==> config.mk <==
export PLATFORM = sky130hd
export DESIGN_NAME = wasm_stack_core
export DESIGN_NICKNAME = d
export VERILOG_FILES = /design/src/rtl/wasm_pkg.sv /design/src/rtl/leb128_decoder.sv /design/src/rtl/wasm_stack_core.sv
export SDC_FILE = /design/constraint.sdc
export NUM_CORES = 2
export LEC_CHECK = 0
export ABC_AREA = 1
export CAP_MARGIN = 40
export CELL_PAD_IN_SITES_DETAIL_PLACEMENT = 1
export CELL_PAD_IN_SITES_GLOBAL_PLACEMENT = 1
export CORE_MARGIN = 5
export CORE_UTILIZATION = 43
export CTS_CLUSTER_DIAMETER = 200
export DETAILED_ROUTE_END_ITERATION = 16
export PLACE_DENSITY_LB_ADDON = 0.1
export SYNTH_ARGS = -nofsm -noshare
export SYNTH_HDL_FRONTEND = slang
export SYNTH_SLANG_ARGS = --single-unit
==> constraint.sdc <==
create_clock -name clk -period 7.2 [get_ports clk]
set_input_delay 1.8 -clock clk [delete_from_list [all_inputs] [get_ports clk]]
set_output_delay 1.8 -clock clk [all_outputs]
set_load 0.1 [all_outputs]
==> src/rtl/wasm_pkg.sv <==
// Shared opcode, trap and FSM definitions for the minimal WebAssembly stack core.
package wasm_pkg;

  localparam int STACK_DEPTH_DEFAULT = 16;

  localparam logic [7:0] OP_UNREACHABLE = 8'h00;
  localparam logic [7:0] OP_NOP         = 8'h01;
  localparam logic [7:0] OP_END         = 8'h0B;
  localparam logic [7:0] OP_DROP        = 8'h1A;
  localparam logic [7:0] OP_I32_CONST   = 8'h41;
  localparam logic [7:0] OP_I64_CONST   = 8'h42;
  localparam logic [7:0] OP_I32_EQZ     = 8'h45;
  localparam logic [7:0] OP_I32_EQ      = 8'h46;
  localparam logic [7:0] OP_I32_GE_U    = 8'h4F;
  localparam logic [7:0] OP_I64_EQZ     = 8'h50;
  localparam logic [7:0] OP_I64_EQ      = 8'h51;
  localparam logic [7:0] OP_I64_GE_U    = 8'h5A;
  localparam logic [7:0] OP_I32_ADD     = 8'h6A;
  localparam logic [7:0] OP_I32_SUB     = 8'h6B;
  localparam logic [7:0] OP_I64_ADD     = 8'h7C;
  localparam logic [7:0] OP_I64_SUB     = 8'h7D;

  typedef enum logic [3:0] {
    TRAP_NONE        = 4'd0,
    TRAP_ENDED       = 4'd1,
    TRAP_UNREACHABLE = 4'd2,
    TRAP_INVALID     = 4'd3,
    TRAP_UNDERFLOW   = 4'd4,
    TRAP_OVERFLOW    = 4'd5,
    TRAP_MEM_ERROR   = 4'd6
  } trap_t;

  typedef enum logic [1:0] {
    ST_FETCH = 2'd0,
    ST_EXEC  = 2'd1,
    ST_HALT  = 2'd2
  } state_t;

endpackage

==> src/rtl/leb128_decoder.sv <==
// Combinational signed LEB128 decoder for the i32/i64 const immediates.
module leb128_decoder (
  input  logic [79:0] window,
  input  logic        is64,
  output logic [63:0] value,
  output logic [3:0]  count,
  output logic        malformed
);

  logic [63:0] acc;
  logic        done;
  logic [3:0]  max_bytes;

  always_comb begin
    acc       = '0;
    done      = 1'b0;
    count     = 4'd0;
    max_bytes = is64 ? 4'd10 : 4'd5;
    for (int i = 0; i < 10; i++) begin
      if (!done && (4'(i) < max_bytes)) begin
        acc = acc | ({57'd0, window[8*i +: 7]} << (7*i));
        if (!window[8*i+7]) begin
          done  = 1'b1;
          count = 4'(i + 1);
          // Sign extension only matters while the payload is shorter than 64 bits.
          if (window[8*i+6] && (i < 9))
            acc = acc | (~64'd0 << (7*(i+1)));
        end
      end
    end
    malformed = !done;
    value     = is64 ? acc : {32'd0, acc[31:0]};
  end

endmodule

==> src/rtl/wasm_stack_core.sv <==
// Two-cycle-per-instruction WebAssembly stack machine executing straight-line bytecode from ROM.
module wasm_stack_core
  import wasm_pkg::*;
#(
  parameter int MEM_DEPTH   = 4,
  parameter int STACK_DEPTH = STACK_DEPTH_DEFAULT
) (
  input  logic                 clk,
  input  logic                 reset,
  output logic [63:0]          result,
  output logic                 result_empty,
  output logic [3:0]           trap,
  output logic [MEM_DEPTH:0]   mem_addr,
  output logic [3:0]           mem_extra,
  input  logic [127:0]         mem_data,
  input  logic                 mem_error
);

  localparam int SPW = $clog2(STACK_DEPTH);

  state_t               state;
  trap_t                trap_q, exec_trap;
  logic [MEM_DEPTH:0]   pc;
  logic [SPW:0]         sp;
  logic [63:0]          stk [STACK_DEPTH];

  logic [SPW-1:0]       top_idx, nos_idx, wr_idx;
  logic [SPW+1:0]       sp_ext, pop_ext, depth_after;
  logic [7:0]           op;
  logic [1:0]           pops;
  logic                 push;
  logic [63:0]          push_val, lhs, rhs;
  logic [3:0]           len, sel32, sel64;
  logic [63:0]          leb_value;
  logic [3:0]           leb_count;
  logic                 leb_bad;
  logic signed [63:0]   lhs32_s, rhs32_s, lhs64_s, rhs64_s;
  logic [63:0]          lhs32_u, rhs32_u;
  logic                 unused_bits;

  // Relational ops indexed as offsets from the eqz opcode of each width.
  function automatic logic cmp_rel(input logic [3:0] sel,
                                   input logic signed [63:0] a_s, input logic signed [63:0] b_s,
                                   input logic [63:0] a_u, input logic [63:0] b_u);
    case (sel)
      4'd1:    return a_u == b_u;
      4'd2:    return a_u != b_u;
      4'd3:    return a_s <  b_s;
      4'd4:    return a_u <  b_u;
      4'd5:    return a_s >  b_s;
      4'd6:    return a_u >  b_u;
      4'd7:    return a_s <= b_s;
      4'd8:    return a_u <= b_u;
      4'd9:    return a_s >= b_s;
      4'd10:   return a_u >= b_u;
      default: return 1'b0;
    endcase
  endfunction

  assign op          = mem_data[7:0];
  assign unused_bits = ^mem_data[127:88];
  assign mem_addr    = pc;
  assign mem_extra   = 4'hF;
  assign trap        = trap_q;

  assign top_idx = SPW'(sp - (SPW+1)'(1));
  assign nos_idx = SPW'(sp - (SPW+1)'(2));
  assign rhs     = stk[top_idx];
  assign lhs     = stk[nos_idx];

  assign result_empty = (sp == '0);
  assign result       = result_empty ? 64'd0 : rhs;

  assign lhs32_s = {{32{lhs[31]}}, lhs[31:0]};
  assign rhs32_s = {{32{rhs[31]}}, rhs[31:0]};
  assign lhs32_u = {32'd0, lhs[31:0]};
  assign rhs32_u = {32'd0, rhs[31:0]};
  assign lhs64_s = signed'(lhs);
  assign rhs64_s = signed'(rhs);
  assign sel32   = 4'(op - OP_I32_EQZ);
  assign sel64   = 4'(op - OP_I64_EQZ);

  leb128_decoder u_leb (
    .window    (mem_data[87:8]),
    .is64      (op == OP_I64_CONST),
    .value     (leb_value),
    .count     (leb_count),
    .malformed (leb_bad)
  );

  always_comb begin
    pops      = 2'd0;
    push      = 1'b0;
    push_val  = '0;
    len       = 4'd1;
    exec_trap = TRAP_NONE;
    if (op == OP_NOP) begin
      pops = 2'd0;
    end else if (op == OP_DROP) begin
      pops = 2'd1;
    end else if (op == OP_END) begin
      exec_trap = TRAP_ENDED;
    end else if (op == OP_UNREACHABLE) begin
      exec_trap = TRAP_UNREACHABLE;
    end else if (op == OP_I32_CONST || op == OP_I64_CONST) begin
      push     = 1'b1;
      push_val = leb_value;
      len      = 4'd1 + leb_count;
      if (leb_bad) exec_trap = TRAP_INVALID;
    end else if (op == OP_I32_EQZ) begin
      pops = 2'd1; push = 1'b1; push_val = {63'd0, rhs[31:0] == 32'd0};
    end else if (op == OP_I64_EQZ) begin
      pops = 2'd1; push = 1'b1; push_val = {63'd0, rhs == 64'd0};
    end else if (op >= OP_I32_EQ && op <= OP_I32_GE_U) begin
      pops = 2'd2; push = 1'b1;
      push_val = {63'd0, cmp_rel(sel32, lhs32_s, rhs32_s, lhs32_u, rhs32_u)};
    end else if (op >= OP_I64_EQ && op <= OP_I64_GE_U) begin
      pops = 2'd2; push = 1'b1;
      push_val = {63'd0, cmp_rel(sel64, lhs64_s, rhs64_s, lhs, rhs)};
    end else if (op == OP_I32_ADD) begin
      pops = 2'd2; push = 1'b1; push_val = {32'd0, lhs[31:0] + rhs[31:0]};
    end else if (op == OP_I32_SUB) begin
      pops = 2'd2; push = 1'b1; push_val = {32'd0, lhs[31:0] - rhs[31:0]};
    end else if (op == OP_I64_ADD) begin
      pops = 2'd2; push = 1'b1; push_val = lhs + rhs;
    end else if (op == OP_I64_SUB) begin
      pops = 2'd2; push = 1'b1; push_val = lhs - rhs;
    end else begin
      exec_trap = TRAP_INVALID;
    end

    sp_ext      = (SPW+2)'(sp);
    pop_ext     = (SPW+2)'(pops);
    depth_after = sp_ext - pop_ext + (SPW+2)'(push);
    if (exec_trap == TRAP_NONE) begin
      if (pop_ext > sp_ext)
        exec_trap = TRAP_UNDERFLOW;
      else if (depth_after > (SPW+2)'(STACK_DEPTH))
        exec_trap = TRAP_OVERFLOW;
    end
    // A failed ROM read makes the fetched byte meaningless, so it overrides any decode outcome.
    if (mem_error) exec_trap = TRAP_MEM_ERROR;
  end

  assign wr_idx = SPW'(sp_ext - pop_ext);

  always_ff @(posedge clk or negedge reset) begin
    if (!reset) begin
      state  <= ST_FETCH;
      pc     <= '0;
      sp     <= '0;
      trap_q <= TRAP_NONE;
    end else begin
      case (state)
        ST_FETCH: state <= ST_EXEC;
        ST_EXEC: begin
          if (exec_trap != TRAP_NONE) begin
            trap_q <= exec_trap;
            state  <= ST_HALT;
          end else begin
            pc    <= pc + (MEM_DEPTH+1)'(len);
            sp    <= depth_after[SPW:0];
            state <= ST_FETCH;
          end
        end
        default: state <= ST_HALT;
      endcase
    end
  end

  always_ff @(posedge clk) begin
    if (state == ST_EXEC && exec_trap == TRAP_NONE && push)
      stk[wr_idx] <= push_val;
  end

endmodule

==> impl_metrics.ini <==
[timing]
slew_headroom = 0.2194
timing.fmax_ghz = 0.1408
fin_worst_skew_ns = 0.06878
worst_pin_slew_ns = 1.171
finalSetupViolations = 0
rsz0062_at_grt = false
setup_tns_ns = 0
min_period_ns = 7.100
hold_viol_final = 0
holdWs_ns = 0.4248
period_share = 0.9861
drv_slew = 0

[clock_network]
ctsHoldBuffers = 0
cts-htree-levels = 3
cts_resized = 0
cts_tree = yes
worstSkewPairLatency_ns = 0.78
cts_num_sinks = 1039
cts_buffer_depth = 3
cts_setup_buffers = 0
cts.clk_slew.worst_paths_ns = 0.06
numCtsBuffers = 114
root_buffer = clkbuf_16

[power_and_ir_drop]
seqPwrFrac = 0.515
ir_worst_vdd_mv = 0.1949
p_sw_mw = 2.709
total_power_mw = 12.74
cellLeakagePower_nw = 28.56
clockPowerShare = 0.469
p_sw_frac = 0.2127
pwr-share-comb = 0.015
power_density_nw_per_um2 = 176.0
p_int_mw = 10.03

[floorplanning]
dieArea_um2 = 154000
num_io_pins = 209
core_um2 = 145600
die_height_um = 392.4
row_count = 140
die_w_um = 392.4
start_util = 0.4320

[logic_synthesis]
synthCells = 7489
synth-seq-cells = 1039
yosysWarnings = 0
synth-edff-count = 1024
postSynthAreaPerCell_um2 = 8.398
async_flop_share = 0.01444
synthesis.area_um2 = 62890
seq_area_frac_synth = 0.4949
ys_types = 60
ys.flop_type = edfxtp_1

[drt]
firstDrtPassIters = 5
ant_nets = 0
routed_wl_um = 275300
drc = 0
via_count = 59700
first_iter_violations = 7165
wire_per_inst_um = 28.91
drt-vias-per-instance = 6.269

[min_path]
hold_path_class = reg -> reg

[worst_setup_path]
crit_path_max_fanout = 17
critPathLaunchType = register
crit_top_cell = nand2_1
max_stage_delay_ns = 0.71
arrival_ns = 7.52
setup.worst_path.class = reg -> reg
critPathSlowestCell = o21ai_0
critPathBufInv = 6
endpoint_kind = register
path_delay_family = simple AND/OR/NAND/NOR gates
cp.required_ns = 7.62

[layout]
drive_gt1_frac = 0.07406
areaGrowthSynthToFinish_pct = 15.05
fin_cells = 9523
nNetsFinal = 7796

[grt]
grt_pass1_vias = 59620
grt_overflow = 0
antenna_found_initial = 10
grt_max_degree = 227
grt_usage = 0.3461
grt_pass1_wl_um = 394600

[placement]
gp_congestion = 1.041
dp.cells = 9302
dp_hpwl_um = 188300
portBuffers = 157

[outcome]
status = finished, final reports clean

[job]
drv_cap = 0
## synth_stat cells, types with 5 or more instances
| master | count | area, um2 |
|---|---|---|
| nand2_2 | 9 | 56.30 |
| o22ai_1 | 99 | 619.3 |
| ha_1 | 159 | 1989 |
| o221ai_1 | 147 | 1287 |
| buf_1 | 44 | 165.2 |
| xnor2_1 | 10 | 87.58 |
| o21ai_2 | 8 | 70.07 |
| nand4_1 | 43 | 269.0 |
| nor4_1 | 12 | 75.07 |
| a21boi_0 | 10 | 75.07 |
| inv_2 | 19 | 71.32 |
| o21bai_1 | 26 | 195.2 |
| buf_4 | 5 | 37.54 |
| xor2_1 | 37 | 324.1 |
| a31o_2 | 5 | 43.79 |
| or2_2 | 15 | 93.84 |
| clkbuf_1 | 399 | 1498 |
| a21o_1 | 14 | 105.1 |
| a31oi_1 | 14 | 87.58 |
| o21ai_1 | 6 | 30.03 |
| inv_1 | 882 | 3311 |
| a211oi_1 | 5 | 37.54 |
| dfrtp_1 | 15 | 375.4 |
| nand3b_1 | 6 | 45.04 |
| o21ai_0 | 1209 | 6051 |
| nand2_1 | 888 | 3333 |
| o21a_1 | 10 | 75.07 |
| nor3_1 | 29 | 145.1 |
| edfxtp_1 | 1024 | 30750 |
| o211ai_1 | 258 | 1937 |
| nor2_1 | 844 | 3168 |
| buf_2 | 45 | 225.2 |
| a21oi_1 | 740 | 3704 |
| nand3_1 | 406 | 2032 |
## metrics by stage
step / setup slack [ns] / util / cell area [um2]
2_1_floorplan: -0.5161 / - / 62920
3_3_place_gp: 0.08838 / 0.4692 / 68300
3_5_place_dp: 0.09435 / 0.4710 / 68570
4_1_cts: 0.4974 / 0.4970 / 72340
5_1_grt: 0.01215 / 0.4970 / 72350
6_report: 0.09974 / 0.4971 / 72360
## layout make-up
class,instances,area (um2)
clock buffer,136,2957
multi-input combinational,5056,26650
clock inverter,80,817.0
sequential,1039,31130
fill,16910,73210
antenna,4,10.01
inverter,903,3427
timing repair buffer,388,4962
tap,1917,2399
## worst register-to-register path, delay by kind of cell, from the launching register on
kind | cells | cell delay, ns
fa+ha+maj | 2 | 0.65
compound gates | 4 | 1.27
xor+xnor | 1 | 0.38
simple gates | 14 | 2.18
buf+inv | 6 | 1.80
flops | 1 | 0.53
## cells in the final DEF (no fill, tap or decap), drive strengths merged, types with 5 or more instances in the layout
master            n
nand3b            6
bufinv           13
nor4             13
xor2             38
clkinv           63
conb              5
ha              159
inv             903
a31o              5
xnor2            10
a31oi            17
nand3           407
edfxtp         1024
a21oi           743
clkbuf          136
o221ai          147
or2              16
a21boi           10
o21a             10
a211oi            5
o22ai            99
nand2           899
nor2            852
clkdlybuf4s50    92
o21ai          1223
a21o             14
o21bai           26
buf             296
nand4            43
o211ai          258
dfrtp            15
nor3             29
## power by group through the flow
stage	Clock, mW	Sequential [mW]	Combinational (mW)
after floorplan	0	6.69	0.0818
after global placement	0	6.69	0.192
final	5.98	6.56	0.197
after CTS	6.05	6.56	0.194
after detailed placement	0	6.69	0.193
after global routing	6.31	6.56	0.207
## layer usage
metal,global-route usage,part of all wire,up-vias
met1,0.4747,0.42,30140
li1,-,-,26280
met4,0.1521,0.048,4
met5,0,0.00012,-
met2,0.5413,0.45,2674
met3,0.05867,0.086,597
## state kept, by name (all words and copies together) (netlist names)
register and cells:
mem_addr 5, sp 5, stk 1024, state 2, trap 3
## final timing paths
| check | to | start | slack (ns) | cells after the start |
|---|---|---|---|---|
| setup / recovery | stk[13][53]$_DFFE_PP_ | sp[2]$_DFFE_PN0P_ | 0.1 | 27 |
| max in group asynchronous | sp[1]$_DFFE_PN0P_ | reset | 5.05 | 1 |
| min in group asynchronous | mem_addr[1]$_DFFE_PN0P_ | reset | 1.50 | 1 |
| setup reg to reg | stk[13][53]$_DFFE_PP_ | sp[2]$_DFFE_PN0P_ | 0.1 | 27 |
| hold / removal | state[0]$_DFF_PN0_ | state[0]$_DFF_PN0_ | 0.42 | 1 |
| hold reg to reg | state[0]$_DFF_PN0_ | state[0]$_DFF_PN0_ | 0.42 | 1 |
## logic make-up after synthesis
logic type,share of synthesized area
adders and majority gates,0.03291
DFF,0.4949
other,0.0001194
and+or+nand+nor,0.1496
xor gates and xnor gates,0.006804
AOI/OAI and AO/OA,0.2310
buffers and inverters,0.08469
Note: power is estimated with default switching activity, not from simulation.
